--- src/rtl/daq_uart_pkg.sv ---
// Shared definitions for the DAQ readback UART: FSM encoding, parity modes and
// frame layout constants.
package daq_uart_pkg;

  typedef enum logic [2:0] {
    ST_IDLE,
    ST_START,
    ST_DATA,
    ST_PAR,
    ST_STOP,
    ST_RELEASE
  } tx_state_e;

  localparam int PARITY_NONE = 0;
  localparam int PARITY_EVEN = 1;
  localparam int PARITY_ODD  = 2;

  localparam logic DATA_MARKER = 1'b1;
  localparam int   DATA_BITS   = 8;
  localparam int   WORD_BITS   = DATA_BITS - 1;

endpackage

--- src/rtl/daq_uart_tx_if.sv ---
// Producer-to-transmitter word handshake (four-phase ready/loaded).
interface daq_uart_tx_if;
  import daq_uart_pkg::*;

  logic                 tx_data_ready;
  logic [WORD_BITS-1:0] tx_data;
  logic                 tx_data_loaded;

  modport master (output tx_data_ready, output tx_data, input tx_data_loaded);
  modport slave  (input tx_data_ready, input tx_data, output tx_data_loaded);
endinterface

--- src/rtl/uart_baud_tick.sv ---
// Bit-period counter: pulses tick on the last clock of each bit, held at 0
// while clear is high.
module uart_baud_tick #(
  parameter int CLKS_PER_BIT = 347
) (
  input  logic clk,
  input  logic rst,
  input  logic i_clear,
  output logic o_tick
);
  localparam int CNT_W = (CLKS_PER_BIT > 1) ? $clog2(CLKS_PER_BIT) : 1;
  localparam logic [CNT_W-1:0] CNT_MAX = CNT_W'(CLKS_PER_BIT - 1);

  logic [CNT_W-1:0] r_cnt;
  logic             w_wrap;

  assign w_wrap = (r_cnt == CNT_MAX);
  assign o_tick = w_wrap && !i_clear;

  always_ff @(posedge clk or negedge rst) begin
    if (!rst)                  r_cnt <= '0;
    else if (i_clear || w_wrap) r_cnt <= '0;
    else                       r_cnt <= r_cnt + CNT_W'(1);
  end
endmodule

--- src/rtl/daq_uart_tx.sv ---
// DAQ readback serial transmitter: takes 7-bit words over the ready/loaded
// handshake, prefixes a marker bit and sends one UART frame per word.
module daq_uart_tx
  import daq_uart_pkg::*;
#(
  parameter int CLKS_PER_BIT = 347,
  parameter int PARITY       = PARITY_NONE,
  parameter int STOP_BITS    = 1
) (
  input  logic           clk,
  input  logic           rst,
  daq_uart_tx_if.slave   bus,
  output logic           uart_tx,
  output logic           busy
);
  localparam logic [2:0] LAST_BIT  = 3'(DATA_BITS - 1);
  localparam logic       LAST_STOP = 1'(STOP_BITS - 1);

  tx_state_e           r_state, w_state;
  logic [DATA_BITS-1:0] r_shift, w_shift;
  logic [2:0]          r_bit_cnt, w_bit_cnt;
  logic                r_stop_cnt, w_stop_cnt;
  logic                r_par, w_par;
  logic                r_uart_tx, w_uart_tx;
  logic                r_loaded, w_loaded;
  logic                r_busy, w_busy;
  logic                w_tick;
  logic                w_clear;
  logic                w_par_acc;

  assign w_clear   = (r_state == ST_IDLE) || (r_state == ST_RELEASE);
  assign w_par_acc = r_par ^ r_shift[0];

  uart_baud_tick #(.CLKS_PER_BIT(CLKS_PER_BIT)) u_baud (
    .clk     (clk),
    .rst     (rst),
    .i_clear (w_clear),
    .o_tick  (w_tick)
  );

  always_comb begin
    w_state    = r_state;
    w_shift    = r_shift;
    w_bit_cnt  = r_bit_cnt;
    w_stop_cnt = r_stop_cnt;
    w_par      = r_par;
    w_uart_tx  = r_uart_tx;
    w_loaded   = r_loaded;
    w_busy     = r_busy;
    unique case (r_state)
      ST_IDLE: begin
        w_uart_tx = 1'b1;
        w_loaded  = 1'b0;
        w_busy    = 1'b0;
        if (bus.tx_data_ready) begin
          w_shift    = {DATA_MARKER, bus.tx_data};
          w_bit_cnt  = '0;
          w_stop_cnt = 1'b0;
          w_par      = 1'b0;
          w_uart_tx  = 1'b0;
          w_loaded   = 1'b1;
          w_busy     = 1'b1;
          w_state    = ST_START;
        end
      end
      ST_START: begin
        if (w_tick) begin
          w_uart_tx = r_shift[0];
          w_state   = ST_DATA;
        end
      end
      ST_DATA: begin
        if (w_tick) begin
          w_par = w_par_acc;
          if (r_bit_cnt == LAST_BIT) begin
            if (PARITY != PARITY_NONE) begin
              w_uart_tx = (PARITY == PARITY_ODD) ? ~w_par_acc : w_par_acc;
              w_state   = ST_PAR;
            end else begin
              w_uart_tx = 1'b1;
              w_state   = ST_STOP;
            end
          end else begin
            w_shift   = r_shift >> 1;
            w_uart_tx = r_shift[1];
            w_bit_cnt = r_bit_cnt + 3'd1;
          end
        end
      end
      ST_PAR: begin
        if (w_tick) begin
          w_uart_tx = 1'b1;
          w_state   = ST_STOP;
        end
      end
      ST_STOP: begin
        if (w_tick) begin
          if (r_stop_cnt == LAST_STOP) begin
            w_busy = 1'b0;
            // A producer that already dropped ready gets loaded released at the frame end.
            if (!bus.tx_data_ready) begin
              w_loaded = 1'b0;
              w_state  = ST_IDLE;
            end else begin
              w_state  = ST_RELEASE;
            end
          end else begin
            w_stop_cnt = 1'b1;
          end
        end
      end
      ST_RELEASE: begin
        w_uart_tx = 1'b1;
        if (!bus.tx_data_ready) begin
          w_loaded = 1'b0;
          w_state  = ST_IDLE;
        end
      end
      default: w_state = ST_IDLE;
    endcase
  end

  always_ff @(posedge clk or negedge rst) begin
    if (!rst) begin
      r_state    <= ST_IDLE;
      r_shift    <= '0;
      r_bit_cnt  <= '0;
      r_stop_cnt <= 1'b0;
      r_par      <= 1'b0;
      r_uart_tx  <= 1'b1;
      r_loaded   <= 1'b0;
      r_busy     <= 1'b0;
    end else begin
      r_state    <= w_state;
      r_shift    <= w_shift;
      r_bit_cnt  <= w_bit_cnt;
      r_stop_cnt <= w_stop_cnt;
      r_par      <= w_par;
      r_uart_tx  <= w_uart_tx;
      r_loaded   <= w_loaded;
      r_busy     <= w_busy;
    end
  end

  assign uart_tx            = r_uart_tx;
  assign busy               = r_busy;
  assign bus.tx_data_loaded = r_loaded;
endmodule

--- src/flat_wrapper.sv ---
// flat-port wrapper written by rule: the top's interface ports become plain ports
module daq_uart_tx_flat import daq_uart_pkg::*;
#(
  parameter int CLKS_PER_BIT = 347,
  parameter int PARITY       = PARITY_NONE,
  parameter int STOP_BITS    = 1
)
  (clk, rst, uart_tx, busy, bus_tx_data_ready, bus_tx_data, bus_tx_data_loaded);
  daq_uart_tx_if bus_i ();
  input  logic clk;
  input  logic rst;
  output logic uart_tx;
  output logic busy;
  input wire logic [$bits(bus_i.tx_data_ready)-1:0] bus_tx_data_ready;
  input wire logic [$bits(bus_i.tx_data)-1:0] bus_tx_data;
  output wire logic [$bits(bus_i.tx_data_loaded)-1:0] bus_tx_data_loaded;
  assign bus_i.tx_data_ready = bus_tx_data_ready;
  assign bus_i.tx_data = bus_tx_data;
  assign bus_tx_data_loaded = bus_i.tx_data_loaded;
  daq_uart_tx #(.CLKS_PER_BIT(CLKS_PER_BIT), .PARITY(PARITY), .STOP_BITS(STOP_BITS)) u_core (.clk(clk), .rst(rst), .bus(bus_i), .uart_tx(uart_tx), .busy(busy));
endmodule
--- config.mk ---
export PLATFORM = sky130hd
export DESIGN_NAME = daq_uart_tx_flat
export DESIGN_NICKNAME = d
export VERILOG_FILES = /design/src/rtl/daq_uart_pkg.sv /design/src/rtl/daq_uart_tx_if.sv /design/src/rtl/uart_baud_tick.sv /design/src/rtl/daq_uart_tx.sv /design/src/flat_wrapper.sv
export SDC_FILE = /design/constraint.sdc
export NUM_CORES = 1
export LEC_CHECK = 0
export CORE_UTILIZATION = 55
export DETAILED_ROUTE_END_ITERATION = 8
export DONT_BUFFER_PORTS = 1
export PLACE_DENSITY = 0.67
export SYNTH_ARGS = -nofsm -noshare
export SYNTH_HDL_FRONTEND = slang
export SYNTH_SLANG_ARGS = --single-unit
--- constraint.sdc ---
create_clock -name clk -period 4.04 [get_ports clk]
set_clock_uncertainty 0.1 [all_clocks]
set_input_delay 0.606 -clock clk [delete_from_list [all_inputs] [get_ports clk]]
set_output_delay 0.606 -clock clk [all_outputs]
set_load 0.03 [all_outputs]
==> results_tabular.tex <==
\begin{tabular}{lr}
\hline
Metric & Value \\
\hline
\multicolumn{2}{l}{\textbf{Run status}} \\
Run status & finished clean \\
\multicolumn{2}{l}{\textbf{Logic synthesis}} \\
XOR/XNOR share of the synthesized area & 4.37\% \\
Average instance area after synthesis & 11.4 µm² \\
Post-Syn Area & 1400 µm² \\
Number of flops mapped to enable cells by yosys & 0 \\
Cells after synthesis & 123 \\
Async S/R FF share, synth & 100\% \\
Compound-gate portion of the synthesized area & 10.2\% \\
Net count of the mapped netlist & 137 \\
Fraction of synthesized area in multiplexers & 16.2\% \\
Synth Register Bits & 26 \\
Number of warnings issued by yosys & 0 \\
Number of library cell types mapped by synthesis & 40 \\
Post-synthesis sequential area ratio & 46.5\% \\
Adder and majority cell fraction of the synthesized area & 3.57\% \\
Most used flip-flop cell after synthesis & sky130\_fd\_sc\_hd\_\_dfrtp\_1 \\
Basic-gate share of the synthesized area counting and, or, nand and nor cells & 17.3\% \\
Main combinational cell family by area after synthesis & simple AND/OR/NAND/NOR gates \\
\multicolumn{2}{l}{\textbf{Setup path}} \\
Arrival @ worst endpoint & 2.08 ns \\
Required arrival time at the worst endpoint & 4.17 ns \\
Type of the worst setup path & reg2reg \\
Maximum net fanout on the critical path & 11 \\
Startpoint type of the worst setup path & flop \\
Critical Path Sink Type & flop \\
\multicolumn{2}{l}{\textbf{Cells and area}} \\
Final core occ & 64.5\% \\
Antenna cell count & 0 \\
P\&R area growth vs syn & 5.62\% \\
Share of post-route cells with drive strength above 1 & 24.0\% \\
Final \#Nets & 140 \\
Filler Cells Inserted & 194 \\
\multicolumn{2}{l}{\textbf{STA}} \\
RSZ-0062 raised after global routing & no \\
Number of endpoints with negative hold slack in the final report & 0 \\
Slew headroom & 69.1\% \\
Crit share post-route & 48.4\% \\
Least-Margin Pin Slew & 0.464 ns \\
Fmax & 512 MHz \\
Post-layout min period & 1.95 ns \\
Setup violators final & 0 \\
Setup TNS & 0 ns \\
Final-report max-slew violation count & 0 \\
\multicolumn{2}{l}{\textbf{Pwr}} \\
Worst IR Drop VDD & 0.000432 V \\
Leak & 0.000693 µW \\
Power per Cell Area & 420 nW/µm² \\
Logic pwr share & 19.2\% \\
Sequential cell fraction of total power & 59.4\% \\
Net Sw Frac & 30.8\% \\
Power dissipated by switching net loads & 192 µW \\
Clock network power share & 21.4\% \\
Internal Power & 431 µW \\
\multicolumn{2}{l}{\textbf{Worst hold path}} \\
Worst min-delay path class & in2reg \\
\multicolumn{2}{l}{\textbf{Detailed routing}} \\
Residual antenna-violating net count after detailed routing & 0 \\
Number of DRC violations after detailed routing & 0 \\
Wire length per cell & 16.0 µm \\
DRC marker count from the first detailed-route iteration & 9 \\
Total via count in the routed design & 922 \\
1st-pass router iterations & 4 \\
Final wirelength & 2450 µm \\
Via density & 6.03 \\
\multicolumn{2}{l}{\textbf{Die}} \\
Starting Density & 61.1\% \\
Total Die Area & 2760 µm² \\
Number of ports placed on the die boundary & 13 \\
Number of rows in the core area & 17 \\
Core Region & 2300 µm² \\
Width of the die & 52.5 µm \\
Die height & 52.5 µm \\
\multicolumn{2}{l}{\textbf{GRT}} \\
Gr ovfl total & 0 \\
Pin count of the biggest net entering global routing & 27 \\
Via count of the first global-routing pass & 894 \\
Gr usage total & 21.0\% \\
Number of antenna violations at the first check in global routing & 0 \\
First-pass GRT wire length & 4130 µm \\
\multicolumn{2}{l}{\textbf{Place}} \\
Gp weighted congestion & 0.741 \\
HPWL reported at the end of detailed placement & 1750 µm \\
Count of input and output buffers & 0 \\
\multicolumn{2}{l}{\textbf{Clocking}} \\
Root buffer cell & sky130\_fd\_sc\_hd\_\_clkbuf\_4 \\
Clock latency on the worst-skew pair & 0.32 ns \\
Depth of the CTS H-tree & 1 \\
Inserted Clock Buffers & 3 \\
Max Root-Sink Buffers & 2 \\
\# resized after CTS & 0 \\
TritonCTS clock tree & done \\
CTS clk-pin slew, worst paths & 0.14 ns \\
Number of sinks handled by clock tree synthesis & 26 \\
\multicolumn{2}{l}{\textbf{Flow run}} \\
Max-cap violations & 0 \\
\hline
\end{tabular}
final cells by class:
type                    instances  area (µm²)  area share, %
repair buffers                  2        30.0           2.03
inverters                       1        3.75          0.253
well taps                      28        35.0           2.36
multi-input cells              92         724           48.9
clock buffers                   4        36.3           2.45
flip-flops and latches         26         652           44.0
repair_timing:
| item | CTS | global route |
|---|---|---|
| buffers inserted | 0 | 0 |
| endpoints found under the setup margin | 0 | 0 |
| endpoints found under the hold margin | 26 | 0 |
| hold buffers | 2 | 0 |
logic make-up (layout without fill, tap and decap cells):
kind of cell,count (synthesis),count (layout)
XOR/XNOR,7,7
adder cells (fa/ha/maj),4,4
AND/OR/NAND/NOR,43,43
flip-flops,26,26
buffers and inverters,5,7
multiplexers,18,18
AO/OA/AOI/OAI,20,20
critical path: stages (launching register included):
cell and delay, ns:
sky130_fd_sc_hd__dfrtp_1 0.42, sky130_fd_sc_hd__ha_1 0.20, sky130_fd_sc_hd__ha_1 0.21, sky130_fd_sc_hd__nor2b_1 0.12, sky130_fd_sc_hd__a41o_2 0.24, sky130_fd_sc_hd__nand2_2 0.20, sky130_fd_sc_hd__mux2_4 0.36
cells in the final DEF, fill, tap and decap left out, types with 4 or more instances in the layout:
cell type	instances
sky130_fd_sc_hd__dfrtp_1	25
sky130_fd_sc_hd__mux2_2	10
sky130_fd_sc_hd__o21ai_0	4
sky130_fd_sc_hd__xnor2_1	4
sky130_fd_sc_hd__ha_1	4
sky130_fd_sc_hd__nand2_1	7
sky130_fd_sc_hd__mux2_4	7
sky130_fd_sc_hd__nor2b_1	4
sky130_fd_sc_hd__nor2_1	14
stage by stage:
stage	total power, µW	cells	worst slack [ns]	hold slack, ns	cell area (µm²)
finish	623	153	2.09	0.333	1480
detailed placement	489	147	2.09	0.211	1420
CTS	628	153	2.07	0.329	1480
global route	662	153	2.02	0.322	1480
floorplan	460	123	2.24	0.210	1400
global placement	483	147	2.13	0.211	1420
worst paths after layout:
| kind | cells past startpoint | end | startpoint | slack (ns) |
|---|---|---|---|---|
| setup reg to reg | 6 | u_core.r_shift[6] | u_core.r_bit_cnt[0] | 2.09 |
| hold / removal | 2 | u_core.bus.tx_data_loaded | bus_tx_data_ready | 0.33 |
| min in group asynchronous | 2 | u_core.r_bit_cnt[2] | rst | 0.60 |
| max in group asynchronous | 2 | u_core.uart_tx | rst | 3.02 |
| hold reg to reg | 1 | u_core.u_baud.r_cnt[0] | u_core.u_baud.r_cnt[0] | 0.41 |
| setup / recovery | 6 | u_core.r_shift[6] | u_core.r_bit_cnt[0] | 2.09 |
flip-flops by register name (all words and copies together), names as in the netlist:
name,cells
u_core.r_bit_cnt,3
u_core.r_shift,8
u_core.r_state,3
u_core.busy,1
u_core.u_baud.r_cnt,9
u_core.bus.tx_data_loaded,1
u_core.uart_tx,1
layer usage:
metal  track usage [%]  routed length [µm]
met1              26.9                1130
met3              3.48                  86
met5                 0                   0
met2              33.1                1150
met4              12.3                  78
power by group through the flow:
stage	combinational [µW]	clock (µW)	sequential, µW
floorplan	97.7	0	363
global placement	110	0	373
detailed placement	113	0	376
CTS	123	134	371
global route	138	146	378
finish	120	133	370
Yosys cell counts (4+ instances only):
master                    instances  area [µm²]
sky130_fd_sc_hd__nand2_1          7        26.3
sky130_fd_sc_hd__nor2b_1          4        25.0
sky130_fd_sc_hd__mux2_2          10         113
sky130_fd_sc_hd__nor2_1          14        52.6
sky130_fd_sc_hd__xnor2_1          4        35.0
sky130_fd_sc_hd__ha_1             4        50.1
sky130_fd_sc_hd__dfrtp_1         25         626
sky130_fd_sc_hd__o21ai_0          4        20.0
sky130_fd_sc_hd__mux2_4           7         105
No activity file was read; power rests on OpenSTA's default activity.
